File: src/rtl/ws2812_frame_driver.sv
// WS2812 frame serializer: captures a frame of 24-bit LED words, emits fixed-period
// pulse-width bits (LED 0 first, MSB first), then holds a latch gap. Optional: WS2812_AUTO_REFRESH_EN.
module ws2812_frame_driver #(
    parameter int unsigned NUM_LEDS     = 64,
    parameter int unsigned SYS_FREQ_MHZ = 100,
    parameter int unsigned PERIOD_NS    = 1250,
    parameter int unsigned T0H_NS       = 400,
    parameter int unsigned T1H_NS       = 800,
    parameter int unsigned LATCH_US     = 80
) (
    input  logic                     clk,
    input  logic                     reset,
    input  logic [24*NUM_LEDS-1:0]   bits,
    input  logic                     frame_valid,
    output logic                     frame_ready,
    output logic                     signal,
    output logic                     busy,
    output logic                     frame_done
);

    localparam int unsigned PER_CYC   = PERIOD_NS * SYS_FREQ_MHZ / 1000;
    localparam int unsigned T0_CYC    = T0H_NS * SYS_FREQ_MHZ / 1000;
    localparam int unsigned T1_CYC    = T1H_NS * SYS_FREQ_MHZ / 1000;
    localparam int unsigned LATCH_CYC = LATCH_US * SYS_FREQ_MHZ;
    localparam int unsigned PW        = $clog2(PER_CYC + 1);
    localparam int unsigned LW        = $clog2(LATCH_CYC + 1);
    localparam int unsigned LED_W     = (NUM_LEDS > 1) ? $clog2(NUM_LEDS) : 1;
    localparam int unsigned IW        = $clog2(24 * NUM_LEDS);

    typedef enum logic [2:0] {
        StLatch,
        StIdle,
        StLoad,
        StHigh,
        StLow
    } state_e;

    state_e                  state;
    logic [LW-1:0]           lat_cnt;
    logic [PW-1:0]           per_cnt;
    logic [LED_W-1:0]        led_idx;
    logic [4:0]              bit_idx;
    logic [24*NUM_LEDS-1:0]  shadow;

    logic [IW-1:0]           bit_pos;
    logic                    cur_bit;
    logic [PW-1:0]           high_cyc;
    logic                    last_bit;

    always_comb begin
        bit_pos  = IW'(led_idx) * IW'(24) + IW'(bit_idx);
        cur_bit  = shadow[bit_pos];
        high_cyc = cur_bit ? PW'(T1_CYC) : PW'(T0_CYC);
        last_bit = (led_idx == LED_W'(NUM_LEDS - 1)) && (bit_idx == 5'd0);
    end

    // signal is driven one edge after the counter value it reflects, so HIGH spans
    // per_cnt 0..high_cyc and the final LOW runs one extra count to close the last period.
    always_ff @(posedge clk or negedge reset) begin
        if (!reset) begin
            state       <= StLatch;
            lat_cnt     <= '0;
            per_cnt     <= '0;
            led_idx     <= '0;
            bit_idx     <= '0;
            shadow      <= '0;
            signal      <= 1'b0;
            frame_ready <= 1'b0;
            busy        <= 1'b0;
            frame_done  <= 1'b0;
        end else begin
            frame_done <= 1'b0;
            unique case (state)
                StLatch: begin
                    signal <= 1'b0;
                    if (lat_cnt == LW'(LATCH_CYC - 1)) begin
                        state       <= StIdle;
                        frame_ready <= 1'b1;
                    end else begin
                        lat_cnt <= lat_cnt + LW'(1);
                    end
                end
                StIdle: begin
                    if (frame_valid && frame_ready) begin
                        shadow      <= bits;
                        state       <= StLoad;
                        frame_ready <= 1'b0;
                        busy        <= 1'b1;
                    end
`ifdef WS2812_AUTO_REFRESH_EN
                    else begin
                        state       <= StLoad;
                        frame_ready <= 1'b0;
                        busy        <= 1'b1;
                    end
`endif
                end
                StLoad: begin
                    led_idx <= '0;
                    bit_idx <= 5'd23;
                    per_cnt <= '0;
                    state   <= StHigh;
                end
                StHigh: begin
                    per_cnt <= per_cnt + PW'(1);
                    if (per_cnt == high_cyc) begin
                        signal <= 1'b0;
                        state  <= StLow;
                    end else begin
                        signal <= 1'b1;
                    end
                end
                StLow: begin
                    if (last_bit && per_cnt == PW'(PER_CYC)) begin
                        frame_done <= 1'b1;
                        busy       <= 1'b0;
                        lat_cnt    <= '0;
                        state      <= StLatch;
                    end else if (!last_bit && per_cnt == PW'(PER_CYC - 1)) begin
                        per_cnt <= '0;
                        state   <= StHigh;
                        if (bit_idx == 5'd0) begin
                            bit_idx <= 5'd23;
                            led_idx <= led_idx + LED_W'(1);
                        end else begin
                            bit_idx <= bit_idx - 5'd1;
                        end
                    end else begin
                        per_cnt <= per_cnt + PW'(1);
                    end
                end
                default: state <= StLatch;
            endcase
        end
    end

endmodule
File: config.mk
export PLATFORM = sky130hd
export DESIGN_NAME = ws2812_frame_driver
export DESIGN_NICKNAME = d
export VERILOG_FILES = /design/src/rtl/ws2812_frame_driver.sv
export SDC_FILE = /design/constraint.sdc
export NUM_CORES = 2
export LEC_CHECK = 0
export ABC_AREA = 1
export CORE_AREA = 4 4 601 603
export CTS_BUF_LIST = sky130_fd_sc_hd__clkbuf_4
export CTS_CLUSTER_DIAMETER = 60
export DETAILED_ROUTE_END_ITERATION = 12
export DIE_AREA = 0 0 605 607
export GPL_TIMING_DRIVEN = 0
export PLACE_DENSITY_LB_ADDON = 0.25
export SYNTH_ARGS = -nofsm -noshare
export SYNTH_HDL_FRONTEND = slang
export SYNTH_SLANG_ARGS = --single-unit
File: constraint.sdc
create_clock -name clk -period 7.07 [get_ports clk]
set_input_delay 1.0605 -clock clk [delete_from_list [all_inputs] [get_ports clk]]
set_output_delay 1.0605 -clock clk [all_outputs]
set_load 0.1 [all_outputs]
[Word level (Yosys, flattened, before mapping)]
Cells that the tools add are included.
W data, S select, Z words.
Storage, ports and cells
  flip-flop bits (word level): 1574
  word-level logic and storage cells: 89
  input port bits: 1539
  output and inout port bits: 4
Cells by class
  equal/unequal tests: 18
  mux-type cells: 33
  add/subtract/negate cells: 5
  reductions and logical operators: 21
  order comparisons: 1
  multiply operators: 1
Operators by type and width (number)
  $mux W13: 2
  $pmux W13 S2: 1
  $mux W7: 3
  $pmux W7 S3: 1
  $mux W6: 3
  $ne A2 B2 Y1 const B: 8
  $mux W3: 5
  $mux W5: 3
  $pmux W3 S5: 1
  $eq A7 B7 Y1 const B: 2
  $add A13 B1 Y13 const B: 1
  $eq A13 B13 Y1 const B: 1
  $lt A11 B12 Y1 const B: 1
  $pmux W6 S2: 1
  $reduce_and A3 Y1: 4
  $add A11 B5 Y11: 1
  $bmux W1 S11: 1
  $pmux W5 S2: 1
  $reduce_bool A2 Y1: 5
  $mul A6 B2 Y8 const B: 1
  $mux W1: 8
  $reduce_and A4 Y1: 2
  $add A7 B1 Y7 const B: 1
  $eq A7 B7 Y1: 1
  14 further kinds: 21

[Logic depth before layout (Yosys ltp)]
  depth in word-level cells: 8
  depth in mapped cells: 24
  gate-level depth less buffers: 21

[Worst setup path after synthesis]
No wires, ideal clock.
  kind: flip-flop to flip-flop
  from: register bit_idx[0]
  to: register lat_cnt[11]
  cell stages (with the launch flop): 25
  library setup time: 0.094 ns
  buffers on the path: 4
  data required time: 6.976 ns
  period minus slack after synthesis: 3.040 ns
  data arrival time: 2.946 ns
  path slack: 4.030 ns
  cell sequence: dfrtp_1 inv_2 buf_6 buf_6 buf_6 buf_2 ha_1 inv_1 nor2_2 nand2_1 nor2_2 nand4_1 nor3_2 inv_2 nor2_4 inv_1 nand2_2 nand4_2 nor2_1 nand2_1 nor2_1 inv_1 nor2_2 a21oi_1 a211oi_1
On the way
  cells in the longest elaborated chain, start to end: 5
Ends and longest elaborated chain
  start, declared: line 42  | logic [4:0] bit_idx;
  start signal, assigned: line 126  | bit_idx <= bit_idx - 5'd1;
  $logic_not A5 Y1: line 54  | last_bit = (led_idx == LED_W'(NUM_LEDS - 1)) && (bit_idx == 5'd0);
  $logic_and A1 B1 Y1: line 54
  $logic_and A1 B1 Y1: line 114  | if (last_bit && per_cnt == PW'(PER_CYC)) begin
  $ne A2 B2 Y1 (no source line)
  $reduce_and A3 Y1 (no source line)
  end signal, assigned: line 80  | lat_cnt <= lat_cnt + LW'(1);
  end, declared: line 39  | logic [LW-1:0] lat_cnt;
No other way between the ends.
A chain may end at the register's enable or synchronous reset.

[Worst setup path after layout]
  from: register led_idx[0]
  to: register state[0]
On the way
  cells in the longest elaborated chain, start to end: 8
  elaborated cells on any way between the ends: 16
  classes of those cells: 1 x add/sub; 1 x mul; 4 x eq/ne; 5 x mux; 5 x reduce/logical
Ends and longest elaborated chain
  start, declared: line 41  | logic [LED_W-1:0] led_idx;
  start signal, assigned: line 124  | led_idx <= led_idx + LED_W'(1);
  $mul A6 B2 Y8: line 51  | bit_pos = IW'(led_idx) * IW'(24) + IW'(bit_idx);
  $add A11 B5 Y11: line 51
  $bmux W1 S11: line 52  | cur_bit = shadow[bit_pos];
  $mux W1 (implied by the code): line 52
  $mux W7: line 53  | high_cyc = cur_bit ? PW'(T1_CYC) : PW'(T0_CYC);
  $eq A7 B7 Y1: line 106  | if (per_cnt == high_cyc) begin
  $ne A2 B2 Y1 (no source line)
  $reduce_and A4 Y1 (no source line)
  end signal, assigned: line 61  | state <= StLatch;
  end signal, assigned: line 102  | state <= StHigh;
  end signal, assigned: line 108  | state <= StLow;
  end, declared: line 38  | state_e state;
Several ways; a longest one is shown, not always the timed one. The select of a mux whose other input is x is not followed.

==> flow_summary.ini <==
[outcome]
result_of_the_run = finished with violations
violations = max-capacitance violations, max-slew violations

[power_and_ir_drop]
power_density_nw_per_um2 = 186
p_seq_share_pct = 46.8
switchingPower_mw = 5.05
ir_drop_uv = 110
cellLeakagePower_nw = 47.1
clock_share_of_power_pct = 46.2
p_comb_share_pct = 7.0
internal-power_mw = 14.2
switching_share_pct = 26.3

[route]
drt_iter0_drc = 7145
wl_per_cell_um = 36.4
remaining_antenna_violation_count_after_routing = 0
drt_pass_1_iters = 8
drt-total-wl_um = 544000
viasPerCell = 4.89
vias = 72900
dr_drc_count = 0

[synthesis]
ys_warn_count = 0
postSynth.topFlopCell = dfrtp_1
post_synthesis_cell_type_count = 39
yosysMostFrequentCell = dfrtp_1
synth-edff-count = 0
synth_seq_area_share_pct = 53.3
async_flop_share_pct = 100
number_of_synthesized_register_bits = 1574
avg_inst_size_synth_um2 = 9.80
synth_fp_nets = 9100
synth.top_cells.by_area = dfrtp_1 (53%), mux2_2 (16%), nand3_1 (6.5%), nand2_1 (6.5%), o21ai_0 (5.8%)
netlist.area_leader.share_pct = 53.3
post_synth_inst_count = 7546
syn-cell-area_um2 = 73900
yosys.area.top_type = dfrtp_1
synthTopCellsByCount = dfrtp_1 (1574), nand2_1 (1272), mux2_2 (1024), nand3_1 (967), o21ai_0 (860)

[placed_design]
finalWeightedCongestion = 0.936
port_buffers = 1542
place.detailed.hpwl_um = 423000
placed_cell_area_um2 = 96300

[finish]
area_taken_by_multi_input_logic_gates_um2 = 29600
finalNetCount = 11300
design_area_um2 = 103000
areaGrowthSynthToFinish_pct = 39.9
fillers = 37900
area.sequential_um2 = 39400
finish.utilization_pct = 29.1
post_route_cells_drive_above_1_share_pct = 21.8

[clocking]
cts_num_sinks = 1574
cts.htree.levels = 5
path_clk_slew_ps = 60
postCtsSetupRepairBufs = 0
clock_tree.root_cell = clkbuf_4
postCtsHoldBufs = 114
clock_path_buffers = 4
num_cts_buffers = 463
post_cts_gate_resize_count = 0
cts_tree = yes
worst_skew_pair.late_latency_ps = 1450

[critical_path]
timing.critical_path.mode_cell = nand2_1
critical_path.cell_chain = ha_1 > inv_1 > fa_1 > xnor2_1 > nand3_1 > or2_2 > nand2_1 > inv_1 > nand3_1 > nand3_1 > nand3_1 > nand3_1 > nand2_1 > nand2_1 > nand2_1 > nand2_1 > nand2_2 > nand2_1 > nand2_1 > nand2_1
slowest_delay_ps = 890
path_max_fanout = 7
critical_path.n_buffers_inverters = 2
worst_path_dominant_cell_family = simple AND/OR/NAND/NOR gates
startpoint_type = flop
critical-path-slowest-cell = nand2_1
critPathKind = flop to flop
cp.required_ps = 8290
cp_data_arrival_time_ps = 6670
crit_path_end_kind = flop

[timing]
finalCriticalPeriod_ps = 5450
actual_transition_at_the_worst_max_transition_pin_ps = 1550
hold_ws_ps = 240
finClkSkew_ps = 122
maxSlewHeadroom_pct = -3.55
hold_violations = 0
rsz0062_at_grt = no
report.final.setup_viol = 0
fin_crit_sh_pct = 77.0
final-max-slew-violation-count = 11
max_freq_mhz = 184
final.setup.tns_ps = 0

[floorplanning]
initial_utilization_pct = 20.8
die-width_um = 605
fp.dieArea_um2 = 367000
fp.dieH_um = 607
ios = 1543
design.core.area_um2 = 355000
placement_rows = 219

[global_route]
overflow = 0
grt_pass1_vias = 74200
grt_pass1_wl_um = 696000
grt_start_max_net_pins = 170
groute.usage.overall_pct = 28.4
number_of_antenna_violations_at_the_first_check_in_global_routing = 234

[min_path]
min_delay_worst_type = input port to flop

[run]
maxCapViolCount = 3
==> stage by stage <==
step	worst slack, ps	power [mW]	cells
after global placement	-71010	10.5	13800
after CTS	1260	19.4	14800
after floorplan	4030	9.18	7546
after global routing	1190	19.9	14900
after detailed placement	1280	10.4	13900
final	1620	19.2	14900
==> state kept, by name, indices dropped and copies added, names as in the netlist <==
name / cells
state: 3
signal: 1
frame_ready: 1
lat_cnt: 13
led_idx: 6
shadow: 1536
frame_done: 1
busy: 1
bit_idx: 5
per_cnt: 7
==> area by class of cell <==
| type | count | area share [%] |
|---|---|---|
| clock buffers | 660 | 4.79 |
| well taps | 4751 | 5.75 |
| flip-flops and latches | 1574 | 38.1 |
| multi-input cells | 4834 | 28.7 |
| inverters | 575 | 2.09 |
| plain buffers | 563 | 2.77 |
| repair buffers | 1694 | 16.8 |
| diodes | 137 | 0.331 |
| clock inverters | 137 | 0.701 |
==> path summary, 6_finish.rpt <==
check                       startpoint            to  slack, ps  cells after the start
min in group asynchronous        reset  shadow[1347]        310                      2
setup reg to reg            led_idx[0]      state[0]       1620                     20
setup / recovery            led_idx[0]      state[0]       1620                     20
max in group asynchronous        reset   shadow[368]       2540                      7
hold reg to reg            shadow[307]   shadow[307]        510                      1
hold / removal               bits[961]   shadow[961]        240                      3
==> power groups by stage <==
stage	combinational, mW	sequential (mW)	clock [mW]
3_5_place_dp	1.27	9.17	0
6_report	1.35	9.01	8.87
2_1_floorplan	0.00499	9.18	0
3_3_place_gp	1.25	9.25	0
4_1_cts	1.35	9.01	9.04
5_1_grt	1.39	9.00	9.49
==> layer usage <==
metal  vias to the layer above  GRT usage (%)  share of wire, %
met5                         -              0             0.054
met4                        50           15.3               5.9
met3                      1207           6.17               7.7
met2                      4232           47.1                48
met1                     37000           34.4                39
li1                      30400              -                 -
==> cells in the final DEF (no fill, tap or decap), types with 15 or more instances in the layout <==
cell | synthesis | layout
a21oi_1 | 396 | 396
buf_1 | 58 | 34
buf_12 | 0 | 19
buf_16 | 0 | 16
buf_2 | 246 | 270
buf_4 | 65 | 67
buf_6 | 15 | 15
clkbuf_1 | 179 | 129
clkbuf_2 | 0 | 50
clkbuf_4 | 0 | 660
clkdlybuf4s50_1 | 0 | 1541
clkinv_1 | 2 | 99
clkinv_2 | 0 | 15
dfrtp_1 | 1574 | 1574
diode_2 | 0 | 137
dlygate4sd3_1 | 0 | 114
inv_1 | 569 | 569
mux2_2 | 1024 | 1024
nand2_1 | 1272 | 1272
nand3_1 | 967 | 967
nor2_1 | 28 | 28
o211ai_1 | 145 | 145
o21ai_0 | 860 | 860
o21ai_1 | 65 | 65
==> cell families after synthesis <==
kind of cell               Yosys count  share of synthesized area (%)
and+or+nand+nor                   2300                           13.4
buffers and inverters             1138                           6.68
AOI/OAI and AO/OA                 1485                           10.6
xor gates and xnor gates            10                          0.118
muxes                             1024                           15.6
adders and majority gates           15                          0.274
DFF                               1574                           53.3
==> worst min-delay path: cells and delay by family <==
family                 cells  cell delay, ps
AND/OR/NAND/NOR            1              70
AO/OA/AOI/OAI              1              80
buffers and inverters      1             410
Note: power is estimated with default switching activity, not from simulation.
